$ cat src/rtl/mul_share_pkg.sv
// Shared types and helpers for the shared-multiplier scheduler.
package mul_share_pkg;

    // Width of the issued-operation counter.
    localparam int OP_CNT_W = 16;

    // Widest requester id needed (NREQ up to 8).
    localparam int MAX_IDW = 3;

    // Requester id width: max(1, clog2(n)).
    function automatic int calc_idw(input int n);
        return (n <= 2) ? 1 : $clog2(n);
    endfunction

    // One tag pipeline stage: marks a product in flight and its owner.
    typedef struct packed {
        logic               valid;
        logic [MAX_IDW-1:0] id;
    } tag_t;

endpackage

$ cat src/rtl/mul_share_rr_arb.sv
// Round-robin arbiter. The search starts at rr_ptr, and the pointer moves past
// the winner only when the grant turns into a completed issue.
module mul_share_rr_arb
    import mul_share_pkg::*;
#(
    parameter int NREQ = 4,
    localparam int IDW = calc_idw(NREQ)
) (
    input  logic            clk,
    input  logic            rst,
    input  logic [NREQ-1:0] req,
    input  logic            advance,
    output logic [NREQ-1:0] grant,
    output logic [IDW-1:0]  grant_id,
    output logic            grant_any,
    output logic [IDW-1:0]  rr_ptr
);

    int             sum;
    logic [IDW-1:0] idx;

    // First valid requester at or after rr_ptr, wrapping modulo NREQ.
    always_comb begin
        grant     = '0;
        grant_id  = '0;
        grant_any = 1'b0;
        sum       = 0;
        idx       = '0;
        for (int k = 0; k < NREQ; k++) begin
            sum = int'(rr_ptr) + k;
            if (sum >= NREQ) sum = sum - NREQ;
            idx = IDW'(sum);
            if (!grant_any && req[idx]) begin
                grant[idx] = 1'b1;
                grant_id   = idx;
                grant_any  = 1'b1;
            end
        end
    end

    // Pointer moves to winner+1 (mod NREQ) on each completed issue.
    always_ff @(posedge clk) begin
        if (rst) begin
            rr_ptr <= '0;
        end else if (advance) begin
            if (int'(grant_id) == NREQ - 1) rr_ptr <= '0;
            else                            rr_ptr <= grant_id + 1'b1;
        end
    end

endmodule

$ cat src/rtl/mul_share_sched.sv
// Time-multiplexes one external pipelined multiplier between NREQ requesters.
// Handshake: a transfer on any channel happens on a rising edge where that
// channel's valid and ready are both high. req_ready is high only for the
// round-robin winner when the pipeline is not stalled. rsp_valid is high for
// the owner of the product in the last tag stage. If the owner's rsp_ready is
// low, the multiplier and the tag pipeline freeze together (mul_ce low), so
// rsp_p stays stable until it is taken.
module mul_share_sched
    import mul_share_pkg::*;
#(
    parameter int NREQ    = 4,
    parameter int ASIZE   = 15,
    parameter int BSIZE   = 11,
    parameter int MUL_LAT = 1,
    localparam int PSIZE  = ASIZE + BSIZE,
    localparam int IDW    = calc_idw(NREQ)
) (
    input  logic                  clk,
    input  logic                  rst,
    input  logic [NREQ-1:0]       req_valid,
    output logic [NREQ-1:0]       req_ready,
    input  logic [NREQ*ASIZE-1:0] req_a,
    input  logic [NREQ*BSIZE-1:0] req_b,
    output logic [NREQ-1:0]       rsp_valid,
    input  logic [NREQ-1:0]       rsp_ready,
    output logic [PSIZE-1:0]      rsp_p,
    output logic                  mul_ce,
    output logic [ASIZE-1:0]      mul_a,
    output logic [BSIZE-1:0]      mul_b,
    input  logic [PSIZE-1:0]      mul_p,
    output logic [OP_CNT_W-1:0]   op_cnt
);

    logic [NREQ-1:0] grant;
    logic [IDW-1:0]  grant_id;
    logic            grant_any;
    logic [IDW-1:0]  rr_ptr;
    logic            stall;
    logic            issue;
    tag_t            tags [MUL_LAT];
    tag_t            tag_last;

    mul_share_rr_arb #(.NREQ(NREQ)) u_arb (
        .clk       (clk),
        .rst       (rst),
        .req       (req_valid),
        .advance   (issue),
        .grant     (grant),
        .grant_id  (grant_id),
        .grant_any (grant_any),
        .rr_ptr    (rr_ptr)
    );

    assign tag_last = tags[MUL_LAT-1];

    // Response steering and stall detection from the last tag stage.
    // Reset overrides everything so a stall releases immediately.
    always_comb begin
        rsp_valid = '0;
        stall     = 1'b0;
        for (int i = 0; i < NREQ; i++) begin
            if (!rst && tag_last.valid && tag_last.id == MAX_IDW'(i)) begin
                rsp_valid[i] = 1'b1;
                stall        = !rsp_ready[i];
            end
        end
    end

    assign rsp_p     = (!rst && tag_last.valid) ? mul_p : '0;
    assign mul_ce    = !stall;
    assign req_ready = (stall || rst) ? '0 : grant;
    assign issue     = |req_ready;

    // Operand mux: winner's operands, zero when nobody is requesting.
    always_comb begin
        mul_a = '0;
        mul_b = '0;
        for (int i = 0; i < NREQ; i++) begin
            if (grant[i]) begin
                mul_a = req_a[i*ASIZE +: ASIZE];
                mul_b = req_b[i*BSIZE +: BSIZE];
            end
        end
    end

    // Tag shift register, advancing in lock-step with the multiplier stages.
    always_ff @(posedge clk) begin
        if (rst) begin
            for (int k = 0; k < MUL_LAT; k++) tags[k] <= '0;
        end else if (mul_ce) begin
            tags[0] <= {issue, MAX_IDW'(grant_id)};
            for (int k = 1; k < MUL_LAT; k++) tags[k] <= tags[k-1];
        end
    end

    // Issued-operation counter, wraps naturally at 16 bits.
    always_ff @(posedge clk) begin
        if (rst)        op_cnt <= '0;
        else if (issue) op_cnt <= op_cnt + 1'b1;
    end

endmodule

$ cat config.mk
export PLATFORM = sky130hd
export DESIGN_NAME = mul_share_sched
export DESIGN_NICKNAME = d
export VERILOG_FILES = /design/src/rtl/mul_share_pkg.sv /design/src/rtl/mul_share_rr_arb.sv /design/src/rtl/mul_share_sched.sv
export SDC_FILE = /design/constraint.sdc
export NUM_CORES = 1
export LEC_CHECK = 0
export CAP_MARGIN = 20
export CORE_UTILIZATION = 30
export CTS_CLUSTER_DIAMETER = 40
export DETAILED_ROUTE_END_ITERATION = 8
export PLACE_DENSITY = 0.77
export SETUP_SLACK_MARGIN = 0.5
export SKIP_CTS_REPAIR_TIMING = 1
export SKIP_LAST_GASP = 1
export SYNTH_ARGS = -nofsm -noshare
export SYNTH_HDL_FRONTEND = slang
export SYNTH_SLANG_ARGS = --single-unit
export TNS_END_PERCENT = 5
$ cat constraint.sdc
create_clock -name clk -period 5.7 [get_ports clk]
set_input_delay 0.855 -clock clk [delete_from_list [all_inputs] [get_ports clk]]
set_output_delay 0.855 -clock clk [all_outputs]
set_load 0.05 [all_outputs]
---- Word level (Yosys, flattened, before mapping) ----
Memories as Yosys holds them, arrays and structs flattened.
Index checks and enable logic that the tools add are counted.
cells by class
  add/subtract/negate cells ............... 9
  order comparisons ....................... 12
  eq/ne operators ......................... 4
  muxes and demuxes ....................... 57
  bitwise gates (word level) .............. 3
  reduce and logical (&&, ||, !) cells .... 25
operators with widths
  operator                                                           number
  2-to-1 mux 15 bit                                                  4
  2-to-1 mux 11 bit                                                  4
  2-to-1 mux 26 bit                                                  1
  2-to-1 mux 1 bit                                                   25
  2-to-1 mux 4 bit                                                   5
  2-to-1 mux 2 bit                                                   9
  adder 16 x 1 -> 16 bit, second input constant                      1
  logical AND 1 bit                                                  12
  less-than comparator 2 x 3 -> 1 bit, second input constant         4
  OR 4 bit                                                           3
  greater-or-equal comparator 3 bit, second input constant           3
  logical NOT 1 bit                                                  9
  binary-select mux 1 bit (select 2 bit)                             4
  demux 1 bit (select 2 bit)                                         4
  greater-or-equal comparator 2 x 1 -> 1 bit, second input constant  4
  subtractor 2 x 1 -> 2 bit, second input constant                   4
  adder 2 x 2 -> 3 bit, second input constant                        2
  equality test 3 x 2 -> 1 bit, second input constant                2
  OR reduction 4 bit                                                 1
  adder 2 x 1 -> 3 bit, second input constant                        1
  equality test 3 x 1 -> 1 bit, second input constant                1
  greater-or-equal comparator 2 x 3 -> 1 bit, second input constant  1
  logical NOT 3 bit                                                  1
  2-to-1 mux 3 bit                                                   1
  4 further kinds                                                    4
word-level totals
  flip-flop bits (word level) ............. 18
  memory bits (writable) .................. 3
  input bits .............................. 140
  memories kept ........................... 1
memories
  name  words  bits a word  read ports  clocked after memory_dff  write ports  RTL line               RTL
  tags  1      3            1           0                         1            mul_share_sched.sv:40  tag_t tags [MUL_LAT];

---- Longest topological paths before layout ----
  depth after elaboration ................. 18
  gate-level depth with buffers ........... 13
  depth with buffers taken out ............ 9

---- Cells and area by module ----
A second synthesis with hierarchy kept.
second synthesis, totals
  cells, all modules ...................... 329
  area total of the unflattened synthesis .. 2526.2 um^2
by module, submodules not included
  module            times used  cells an instance  area an instance (um^2)  sequential area each (um^2)
  mul_share_sched   1           269                1980.6                   410.4
  mul_share_rr_arb  1           60                 545.5                    40.0

---- Worst setup path before layout ----
Ideal clock, no wire load.
  path kind ............................... register to output
  start point ............................. register (tool-made name)
  end point ............................... output mul_a[0]
  arrival ................................. 4.005 ns
  data required time ...................... 4.845 ns
  setup slack ............................. 0.840 ns
  stages on the path, launching flop included .. 13
  buffers on the path ..................... 3
  path through ............................ dfxtp_1 > buf_6 > inv_1 > ha_1 > buf_2 > mux4_2 > nor4b_4 > nand2_1 > o2111a_1 > nor2_2 > buf_6 > a221oi_1 > o31ai_1
RTL lines
  element           RTL line               RTL
  end: declaration  mul_share_sched.sv:28  output logic [ASIZE-1:0] mul_a,

---- Worst setup path after layout ----
  start point ............................. register u_arb.rr_ptr[1]
  end point ............................... output mul_a[5]
on the way
  word-level cells in the longest chain between the ends .. 18
  elaborated cells on any way between the ends .. 63
  classes of those cells .................. add/sub (7); order compare (12); mux (31); bitwise (3); reduce/logical (10)
ends and longest elaborated chain
  element                                                        RTL line                RTL
  start: declaration                                             mul_share_rr_arb.sv:16  output logic [IDW-1:0] rr_ptr
  start signal: assignment                                       mul_share_rr_arb.sv:47  else rr_ptr <= grant_id + 1'b1;
  branches (longest 13 deep; another with adder 2 x 1 -> 3 bit)  --
  2-to-1 mux 4 bit *                                             mul_share_rr_arb.sv:33  if (!grant_any && req[idx]) begin
  2-to-1 mux 15 bit (3 in a row)                                 mul_share_sched.sv:79   if (grant[i]) begin
  2-to-1 mux 15 bit *                                            mul_share_sched.sv:79
Every way passes the cells marked *. The select of a mux whose other input is x is not followed.

==> results.md <==
- GP Congestion: 0.867
- Nets: 696
- Crit Path Class: reg -> out
- Die Span Y: 93.2 µm
- Switching part of the total: 53.8%
- Die Area: 0.00869 mm²
- Site row count: 32
- Area of placed instances: 0.00497 mm²
- Min-Delay Path Class: reg -> reg
- Post-synth top flop: dfxtp_1
- Slew Limit Fails: 0
- Crit path DAT: 4.23 ns
- Sw Pwr: 1.91 mW
- Largest cells by area after synthesis: dfxtp_1 14%, a221oi_1 9.1%, o31ai_1 8.7%, and2_1 8.0%, nor2_1 6.0%
- Crit Path Max Fanout: 21
- Critical Path Max Stage Delay: 0.67 ns
- ANT cells: 0
- Leak: 1.88 nW
- Worst setup SP type: register
- CP required: 4.85 ns
- Synthesized cell area: 0.00249 mm²
- HPWL Detailed: 8.41 mm
- Reg clk slew, reported paths: 0.08 ns
- Hold Vio Cnt, Final: 0
- Worst-skew pair later-pin latency: 0.26 ns
- Root Buffer: clkbuf_8
- Status: complete, no violations
- Async S/R FF share, synth: 0%
- Drt total wl: 10.8 mm
- Yosys cell types: 46
- Synth Net Count: 485
- Synth-to-layout area growth: 105%
- Synth top area share: 14.4%
- Global route overflow: 0
- Maximum vdd ir drop: 385 µV
- Final setup viols: 0
- Placed Cells: 637
- Htree depth: 1
- Finished Cell Area: 0.00511 mm²
- Most crowded layer after global routing: met2
- GRT Util Overall: 23.4%
- Most common cell after layout, fill and taps aside: clkdlybuf4s50_1
- Global Route met2 Usage: 41.4%
- Buffers on Ports: 216
- Clock share of power: 2.8%
- Logic pwr share: 91.6%
- Final Critical Period: 5.08 ns
- Clock Path Buffers: 2
- Routed len/inst: 16.7 µm
- M3 GR Usage: 3.50%
- Initial antenna violation count: 0
- Die width: 93.2 µm
- IO Count: 217
- Seq/Total Area, Yosys: 18.1%
- DR iter-0 viols: 119
- CTS tree: yes
- Vias in the first global route: 3159
- Non-filler cells, final: 649
- Internal: 1.64 mW
- Max Cap Viol: 0
- Most frequent cells in the layout: 190 x clkdlybuf4s50_1, 40 x nor2_1, 39 x nand2_1, 32 x and2_1
- Setup TNS: 0 ns
- Crit end category: output port
- Leading area contributor after synthesis: dfxtp_1
- FF/Latch Area: 450 µm²
- Yosys warns: 0
- Synth Instances: 337
- Largest net degree at the start of global routing: 57
- Cell Pwr Density: 696 mW/mm²
- Share of cells above drive strength 1: 11.9%
- Fin crit share: 89.2%
- DRT Pass-1 Iters: 5
- Clk_skew: 0.00291 ns
- RSZ-0062 raised after global routing: true
- Area of the multi-input gates: 0.00190 mm²
- Flop pwr share: 5.6%
- Post-route DRC: 0
- Slew HR: 50.0%
- Register bit total from synthesis: 21
- Vias/cell: 5.27
- # fillers: 664
- Post-synth EDFFs: 3
- Vias: 3417
- Clock sink count: 21
- GRT met1 Usage: 29.6%
- Core area: 0.00789 mm²
- Average cell area after synthesis: 7.40 µm²
- Critical path cell sequence: inv_1 > ha_1 > mux2i_1 > a2111oi_1 > o21ai_0 > o2111a_1 > nor2_2 > buf_4 > a221oi_1 > o31ai_1 > buf_12
- CTS buffer count: 3
- Highest-delay cell along the critical path: a2111oi_1
- Starting Density: 31.6%
- Max Clk Rate: 197 MHz
- Least-Margin Pin Slew: 0.747 ns
- First-pass GRT wire length: 16.4 mm
- Post-route ant nets: 0
synth_stat cells, types with 2 or more instances:
cell and instances:
a21oi_1 15, a221oi_1 26, and2_1 32, and3_1 7, buf_1 3, buf_2 7, buf_4 3, buf_6 4
clkbuf_1 8, dfxtp_1 18, edfxtp_1 3, ha_1 8, inv_1 11, mux2i_1 5, mux4_2 5, nand2_1 39
nand2b_1 5, nand3_1 9, nand4_1 2, nor2_1 40, nor2b_1 4, o2111a_1 2, o2111ai_2 3, o21ai_0 17
o21ai_1 2, o31ai_1 29, o41ai_1 2, or3_1 9, xor2_1 2
power by group through the flow:
| stage | logic, mW | registers, mW | clock network [mW] |
|---|---|---|---|
| final | 3.26 | 0.198 | 0.101 |
| after global routing | 3.41 | 0.202 | 0.107 |
| after CTS | 3.20 | 0.198 | 0.103 |
| after detailed placement | 3.20 | 0.202 | 0 |
| after global placement | 3.16 | 0.201 | 0 |
| after floorplan | 1.81 | 0.219 | 0 |
registers in the layout, summed over array words and instances, names as in the netlist, named ones only:
name / count
u_arb.rr_ptr: 1
op_cnt: 16
tags: 3
critical path: cells and delay by family, from the launching register on:
family	cells	cell delay [ns]
flip-flops	1	0.55
buffers and inverters	3	0.75
adder cells (fa/ha/maj)	1	0.52
multiplexers	1	0.17
AO/OA/AOI/OAI	5	1.74
AND/OR/NAND/NOR	1	0.21
cell type report:
| cell class | count | share of cell area (%) |
|---|---|---|
| Sequential cell | 21 | 8.82 |
| Tap cell | 102 | 2.50 |
| Inverter | 11 | 0.808 |
| Clock buffer | 4 | 0.882 |
| Multi-Input combinational cell | 279 | 37.2 |
| Timing Repair Buffer | 232 | 49.8 |
stage by stage:
stage / utilization (%) / power (mW) / hold WS, ns / setup slack (ns)
global placement: 63.0 / 3.36 / 0.474 / 0.643
finish: 64.8 / 3.55 / 0.500 / 0.615
detailed placement: 63.0 / 3.40 / 0.498 / 0.561
global route: 64.8 / 3.72 / 0.542 / 0.440
CTS: 63.6 / 3.50 / 0.511 / 0.428
floorplan: - / 2.03 / 0.711 / 0.840
final timing paths:
kind | slack [ns] | end | start | cells past startpoint
worst max-delay path | 0.62 | mul_a[5] | u_arb.rr_ptr[1] | 11
worst min-delay path | 0.50 | op_cnt[15] | op_cnt[15] | 2
worst max register to register | 1.61 | op_cnt[15] | u_arb.rr_ptr[1] | 13
worst min register to register | 0.50 | op_cnt[15] | op_cnt[15] | 2
cell families (layout without fill, tap and decap cells):
kind of cell | Yosys count | count (layout) | share of synthesized area [%]
flip-flops | 21 | 21 | 18.1
buffers and inverters | 37 | 247 | 7.72
multiplexers | 11 | 11 | 6.97
XOR/XNOR | 2 | 2 | 0.702
AO/OA/AOI/OAI | 102 | 102 | 30.9
adder cells (fa/ha/maj) | 8 | 8 | 4.01
AND/OR/NAND/NOR | 156 | 156 | 31.6
routing by layer:
metal | routed length (µm) | up-vias
li1 | - | 1674
met1 | 4490 | 1618
met2 | 5590 | 107
met3 | 551 | 18
met4 | 217 | 0
met5 | 0 | -
No activity file was read; power rests on OpenSTA's default activity.
